[src/rtl/ysyx_2022040010_icache_refill_if.sv]
// Memory read bus between the icache refill engine (master) and the core's memory read port (slave).
interface ysyx_2022040010_icache_refill_if;
  logic        rd_req;
  logic [63:0] rd_addr;
  logic [3:0]  rd_len;
  logic        rd_ready;
  logic        rd_valid;
  logic [63:0] rd_data;
  logic        rd_last;

  modport master (
    output rd_req, rd_addr, rd_len,
    input  rd_ready, rd_valid, rd_data, rd_last
  );

  modport slave (
    input  rd_req, rd_addr, rd_len,
    output rd_ready, rd_valid, rd_data, rd_last
  );
endinterface

[src/rtl/ysyx_2022040010_icache_refill.sv]
// Icache miss refill engine: fetches one line over the read bus, writes each beat into the
// LRU-chosen way of the data array, then pulses refresh so the tag array installs the tag.
module ysyx_2022040010_icache_refill #(
  parameter int BEATS = 1,
  parameter int OFS_W = 3
) (
  input  logic        clk,
  input  logic        rst,
  input  logic        miss,
  input  logic        flush,
  input  logic [63:0] sram_addr,
  input  logic        lru,
  output logic        busy,
  ysyx_2022040010_icache_refill_if.master bus,
  output logic [1:0]  data_we,
  output logic [5:0]  data_index,
  output logic [2:0]  data_beat,
  output logic [63:0] data_wdata,
  output logic        refresh,
  output logic        err
);

  localparam logic [2:0] LAST_BEAT = 3'(BEATS - 1);

  typedef enum logic [1:0] {IDLE, REQ, RECV, DONE} state_t;

  state_t      state;
  logic [63:0] addr_q;
  logic        way_q;
  logic        drop_q;
  logic [2:0]  cnt;
  logic        beat_fire;
  logic        last_beat;

  function automatic logic [63:0] line_base(input logic [63:0] addr);
    return addr & ~((64'd1 << OFS_W) - 64'd1);
  endfunction

  // Saturating beat counter: stops at the final slot so it never spills into a next line.
  function automatic logic [2:0] sat_inc(input logic [2:0] value);
    return (value == LAST_BEAT) ? value : value + 3'd1;
  endfunction

  assign beat_fire = (state == RECV) & bus.rd_valid;
  assign last_beat = (cnt == LAST_BEAT);

  always_ff @(posedge clk) begin
    if (rst) begin
      state  <= IDLE;
      drop_q <= 1'b0;
      cnt    <= 3'd0;
    end else begin
      case (state)
        IDLE: begin
          if (miss & ~flush) begin
            state  <= REQ;
            drop_q <= 1'b0;
            cnt    <= 3'd0;
          end
        end
        REQ: begin
          if (flush) drop_q <= 1'b1;
          if (bus.rd_ready) state <= RECV;
        end
        RECV: begin
          // A flushed line is still drained to keep the bus consistent; only its writes are dropped.
          if (flush) drop_q <= 1'b1;
          if (bus.rd_valid) begin
            if (last_beat) state <= DONE;
            else           cnt   <= sat_inc(cnt);
          end
        end
        DONE: state <= IDLE;
        default: state <= IDLE;
      endcase
    end
  end

  // Target line and way are frozen at miss acceptance; later LRU updates do not move the refill.
  always_ff @(posedge clk) begin
    if ((state == IDLE) && miss && !flush) begin
      addr_q <= sram_addr;
      way_q  <= lru;
    end
  end

  assign busy        = (state != IDLE);
  assign bus.rd_req  = (state == REQ);
  assign bus.rd_addr = (state == REQ) ? line_base(addr_q) : 64'd0;
  assign bus.rd_len  = 4'(BEATS - 1);

  assign data_we    = (beat_fire & ~drop_q) ? (way_q ? 2'b10 : 2'b01) : 2'b00;
  assign data_index = beat_fire ? addr_q[OFS_W+5:OFS_W] : 6'd0;
  assign data_beat  = beat_fire ? cnt : 3'd0;
  assign data_wdata = beat_fire ? bus.rd_data : 64'd0;

  // rd_last is only cross-checked against the beat count; it never ends the transfer.
  assign err     = beat_fire & (last_beat ^ bus.rd_last);
  assign refresh = (state == DONE) & ~drop_q & ~flush;

endmodule

[src/flat_wrapper.sv]
// flat-port wrapper written by rule: the top's interface ports become plain ports
module ysyx_2022040010_icache_refill_flat 
#(
  parameter int BEATS = 1,
  parameter int OFS_W = 3
)
  (clk, rst, miss, flush, sram_addr, lru, busy, data_we, data_index, data_beat, data_wdata, refresh, err, bus_rd_req, bus_rd_addr, bus_rd_len, bus_rd_ready, bus_rd_valid, bus_rd_data, bus_rd_last);
  ysyx_2022040010_icache_refill_if bus_i ();
  input  logic clk;
  input  logic rst;
  input  logic miss;
  input  logic flush;
  input  logic [63:0] sram_addr;
  input  logic lru;
  output logic busy;
  output logic [1:0] data_we;
  output logic [5:0] data_index;
  output logic [2:0] data_beat;
  output logic [63:0] data_wdata;
  output logic refresh;
  output logic err;
  output wire logic [$bits(bus_i.rd_req)-1:0] bus_rd_req;
  output wire logic [$bits(bus_i.rd_addr)-1:0] bus_rd_addr;
  output wire logic [$bits(bus_i.rd_len)-1:0] bus_rd_len;
  input wire logic [$bits(bus_i.rd_ready)-1:0] bus_rd_ready;
  input wire logic [$bits(bus_i.rd_valid)-1:0] bus_rd_valid;
  input wire logic [$bits(bus_i.rd_data)-1:0] bus_rd_data;
  input wire logic [$bits(bus_i.rd_last)-1:0] bus_rd_last;
  assign bus_rd_req = bus_i.rd_req;
  assign bus_rd_addr = bus_i.rd_addr;
  assign bus_rd_len = bus_i.rd_len;
  assign bus_i.rd_ready = bus_rd_ready;
  assign bus_i.rd_valid = bus_rd_valid;
  assign bus_i.rd_data = bus_rd_data;
  assign bus_i.rd_last = bus_rd_last;
  ysyx_2022040010_icache_refill #(.BEATS(BEATS), .OFS_W(OFS_W)) u_core (.clk(clk), .rst(rst), .miss(miss), .flush(flush), .sram_addr(sram_addr), .lru(lru), .busy(busy), .bus(bus_i), .data_we(data_we), .data_index(data_index), .data_beat(data_beat), .data_wdata(data_wdata), .refresh(refresh), .err(err));
endmodule
[config.mk]
export PLATFORM = sky130hd
export DESIGN_NAME = ysyx_2022040010_icache_refill_flat
export DESIGN_NICKNAME = d
export VERILOG_FILES = /design/src/rtl/ysyx_2022040010_icache_refill_if.sv /design/src/rtl/ysyx_2022040010_icache_refill.sv /design/src/flat_wrapper.sv
export SDC_FILE = /design/constraint.sdc
export NUM_CORES = 1
export LEC_CHECK = 0
export CAP_MARGIN = 20
export CORE_AREA = 2 2 111 113
export CTS_BUF_LIST = sky130_fd_sc_hd__clkbuf_16
export CTS_CLUSTER_DIAMETER = 200
export DETAILED_ROUTE_END_ITERATION = 8
export DIE_AREA = 0 0 113 115
export PLACE_DENSITY = 0.69
export SYNTH_ARGS = -nofsm -noshare
export SYNTH_HDL_FRONTEND = slang
export SYNTH_SLANG_ARGS = --single-unit
[constraint.sdc]
create_clock -name clk -period 4.47 [get_ports clk]
set_input_delay 0.6705 -clock clk [delete_from_list [all_inputs] [get_ports clk]]
set_output_delay 0.6705 -clock clk [all_outputs]
set_load 0.05 [all_outputs]
* Word-level counts from Yosys, hierarchy flattened
Index checks and enable logic that the tools add are counted.
Storage, ports and cells: bits in registers 71, bits of input ports 136, output and inout bits 147, logic and storage cells 54
Operators by class: add/subtract/negate cells 1, equal/unequal tests 9, mux-type cells 18, bitwise operators 9, reductions and logical operators 12
Operators by type and width (count):
- 64-bit 2-to-1 mux | 2
- 2-bit 2-to-1 mux | 6
- 3-bit 2-to-1 mux | 4
- 2-bit by 1-bit != test with 1-bit output (second input constant) | 4
- 2-bit one-hot mux with 4 select lines | 1
- 4-bit AND reduction | 2
- 1-bit bitwise AND | 6
- 6-bit 2-to-1 mux | 1
- 3-bit one-hot mux with 2 select lines | 1
- 2-bit nonzero test | 3
- 2-bit == test (second input constant) | 2
- 2-bit != test (second input constant) | 2
- 3-bit by 1-bit adder with 3-bit output (second input constant) | 1
- 3-bit zero test | 1
- 3-bit AND reduction | 1
- 2-bit by 1-bit == test with 1-bit output (second input constant) | 1
- 1-bit logical AND | 2
- 2-bit zero test | 1
- 1-bit 2-to-1 mux | 2
- 1-bit NOT | 2
- 1-bit one-hot mux with 2 select lines | 1
- 2-bit OR reduction | 1
- 1-bit zero test | 1
- 1-bit bitwise XOR | 1

* Depth between registers and ports, before layout
depth in word-level cells 4, depth in mapped cells 5

* Least setup slack after synthesis
Ideal clock, no wire load.
kind reg-to-reg, start point reg u_core.state[0], end point reg u_core.addr_q[10], enable pin, data arrival time 3650 ps, setup slack 337 ps, stages on the path, launching flop included 5, buffers on the path 0, clock period less this slack 4133 ps, path through dfxtp_1 > inv_1 > ha_1 > inv_1 > nor2_1
On the way: cells in the longest elaborated chain, start to end 3
Ends and longest elaborated chain:
- start: declaration | RTL line ysyx_2022040010_icache_refill.sv:27 | state_t state;
- start signal: assignment | RTL line ysyx_2022040010_icache_refill.sv:49 | state <= IDLE;
- start signal: assignment | RTL line ysyx_2022040010_icache_refill.sv:56 | state <= REQ;
- start signal: assignment | RTL line ysyx_2022040010_icache_refill.sv:63 | if (bus.rd_ready) state <= RECV;
- 2-bit zero test | RTL line ysyx_2022040010_icache_refill.sv:81 | if ((state == IDLE) && miss && !flush) begin
- 1-bit logical AND (2 in a row) | RTL line ysyx_2022040010_icache_refill.sv:81
- end signal: assignment | RTL line ysyx_2022040010_icache_refill.sv:82 | addr_q <= sram_addr;
- end: declaration | RTL line ysyx_2022040010_icache_refill.sv:28 | logic [63:0] addr_q;
Every way passes these cells. A chain may end at the register's enable or synchronous reset.

* Worst setup path after layout
start point reg u_core.state[0], end point out data_wdata[58]
On the way: cells in the longest elaborated chain, start to end 3
Ends and longest elaborated chain:
- 2-bit == test | RTL line ysyx_2022040010_icache_refill.sv:44 | assign beat_fire = (state == RECV) & bus.rd_valid;
- 1-bit bitwise AND | RTL line ysyx_2022040010_icache_refill.sv:44
- 64-bit 2-to-1 mux | RTL line ysyx_2022040010_icache_refill.sv:95 | assign data_wdata = beat_fire ? bus.rd_data : 64'd0;
- end: declaration | RTL line flat_wrapper.sv:19 | output logic [63:0] data_wdata;
Every way passes these cells.

==> impl_results.md <==
* Post-CTS setup repair buffer count at 0
* Area added between synthesis and finish at 92.2%
* # resized after CTS at 0
* Max VDD drop at 0.330 mV
* Most frequent cells in the layout: clkdlybuf4s50_1, and3_1, edfxtp_1, and2_1, clkbuf_16
* Post-DP HPWL at 10.4 mm
* Crit end category: output pin
* Io pins at 283
* Antenna diodes at 0
* Seq/Total Area, Yosys at 58.9%
* Synth Instances at 284
* Grt ovf at 0
* Synth cell types at 34
* Proportion of layout cells with a drive suffix above 1 at 4.35%
* Core area at 11800 um2
* WHS Endpoint: u_core.cnt[2]$_SDFFE_PP0P_
* DR DRC count at 20
* Hold path cells at 2
* Largest area contributor in the netlist: edfxtp_1
* NumNets Final at 692
* Max-Cap Viols at 0
* Reg2Reg Capture Point: u_core.addr_q[32]$_DFFE_PP_
* Min-delay worst type: reg2reg
* Worst path required time at 3.80 ns
* Rel. slew slack at 52.5%
* Clock Latency Late Sink at 0.32 ns
* Leakage Power at 2.56 nW
* Synth Register Bits at 68
* Arrival @ worst endpoint at 2.96 ns
* Drt via density at 4.53
* Die W at 113 um
* Antenna-violating nets left at 0
* Reg2reg start: u_core.state[0]$_SDFFE_PP0P_
* IO Port Bufs at 272
* Worst Setup Start Kind: flip-flop
* Tcrit/Tclk final at 81.3%
* Htree depth at 3
* Layout Skew at 0.00529 ns
* Critical path class: reg2out
* Standard-cell rows at 40
* TritonCTS Buffers at 9
* Root Buffer: clkbuf_16
* Syn_area_per_cell at 11.9 um2
* Worst Path Max Fanout at 47
* Worst slew pin tran at 0.710 ns
* Post-route setup TNS at 0 ns
* Fillers at 1025
* Top cells by area, synth: edfxtp_1, and3_1, and2_1, dfxtp_1, ha_1
* Most common cell after layout, fill and taps aside: clkdlybuf4s50_1
* Drt pass-1 iters at 6
* Worst Hold Margin at 0.543 ns
* Die Ht at 115 um
* Ys Warns at 0
* Wire length per cell at 19.1 um
* Min-Delay Startpoint: u_core.cnt[2]$_SDFFE_PP0P_
* Hold Vio Cnt, Final at 0
* Top cell type's share of synthesized area at 55.3%
* Post-synth EDFFs at 62
* CTS tree: yes
* Total Routed Length at 13.4 mm
* Pwr Density at 497 nW/um2
* Final min period at 3.63 ns
* Clk sinks at 68
* Initial Util at 28.5%
* Failing checks: DRC
* Pin count of the biggest net entering global routing at 60
* # hold bufs at CTS at 0
* Endpoints failing setup at 0
* Synth async-reset ratio at 0%
* Most used DFF post-synth: edfxtp_1
* Iteration-0 DRC Markers at 213
* Clk buf depth at 2
* Global-route wire length before repair at 19.1 mm
* GR Util All Layers at 19.6%
* Fmax at 0.275 GHz
* Unrepaired setup endpoints after global routing: false
* Slew Viols, Final at 0
* Initial antenna violation count at 0
* Clock transition at path regs at 0.06 ns
* GPL Wtd Cong at 0.904
* Vias at 3169
* R2R Setup Slk at 2.04 ns
* Outcome: finished, violations left
* R2R cell count at 5
* Vias in the first global route at 3290
* Synthesized area at 3370 um2
* Die area at 13000 um2
-- worst max path at each step --
| stage | from | end | cells past startpoint |
|---|---|---|---|
| floorplan | u_core.state[0]$_SDFFE_PP0P_ | u_core.addr_q[10]$_DFFE_PP_ | 4 |
| CTS | u_core.state[0]$_SDFFE_PP0P_ | data_wdata[58] | 5 |
| finish | u_core.state[0]$_SDFFE_PP0P_ | data_wdata[58] | 5 |
| global placement | bus_rd_valid | data_wdata[58] | 4 |
| global route | u_core.state[0]$_SDFFE_PP0P_ | data_wdata[58] | 5 |
| detailed placement | u_core.state[0]$_SDFFE_PP0P_ | data_wdata[58] | 5 |
-- routing by layer --
layer / wire (um) / vias up / global-route usage, %
met5: 0 / - / 0
met4: 146 / 0 / 4.63
met3: 1790 / 11 / 10.3
met2: 6570 / 180 / 33.7
met1: 4840 / 1466 / 21.6
li1: - / 1512 / -
-- worst max-delay path, cell delays in order (launching register included) --
cell	delay, ns
dfxtp_1	0.36
inv_1	0.15
ha_2	0.67
buf_4	0.36
and3_1	0.19
clkdlybuf4s50_1	0.88
-- sequential cells by signal, summed over array words and instances (netlist names) --
| register | flops |
|---|---|
| u_core.drop_q | 1 |
| u_core.addr_q | 61 |
| u_core.way_q | 1 |
| u_core.cnt | 3 |
| u_core.state | 2 |
-- final cells by class --
cell class / instances / area [um2] / area share [%]
clock buffer: 9 / 225 / 3.48
clock inverter: 7 / 75.1 / 1.16
inverter: 9 / 33.8 / 0.522
multi-input combinational: 183 / 1220 / 18.9
sequential: 68 / 1980 / 30.6
tap: 147 / 184 / 2.84
timing repair buffer: 276 / 2750 / 42.5
-- stage by stage --
stage,total power [mW],utilization [%],setup slack (ns),cells,instance area [um2]
floorplan,1.93,-,0.337,290,3390
global placement,2.52,52.3,1.23,683,6170
detailed placement,2.54,52.3,1.19,683,6170
CTS,3.25,54.8,0.826,699,6470
global route,3.35,54.8,0.646,699,6470
finish,3.21,54.8,0.836,699,6470
-- where the power goes --
part           switching, mW  total, mW  internal (mW)  leakage, nW
clock network          0.262      0.695          0.433        0.140
logic                   1.12       1.69          0.571         1.80
registers             0.0290      0.831          0.802        0.624
-- synth_stat cells, drive strengths merged, types with 3 or more instances --
| cell | count |
|---|---|
| and3 | 71 |
| edfxtp | 62 |
| buf | 18 |
| ha | 9 |
| dfxtp | 6 |
| and2 | 61 |
| clkbuf | 12 |
| inv | 9 |
| nand2b | 7 |
| mux2i | 3 |
| nor2 | 4 |
-- cell families after synthesis --
family          share of synthesized area, %
xor+xnor                               0.260
mux                                    0.892
flops                                   58.9
other cells                            0.111
buf+inv                                 5.72
simple gates                            28.0
fa+ha+maj                               3.34
compound gates                          2.82
Note: power is estimated with default switching activity, not from simulation.
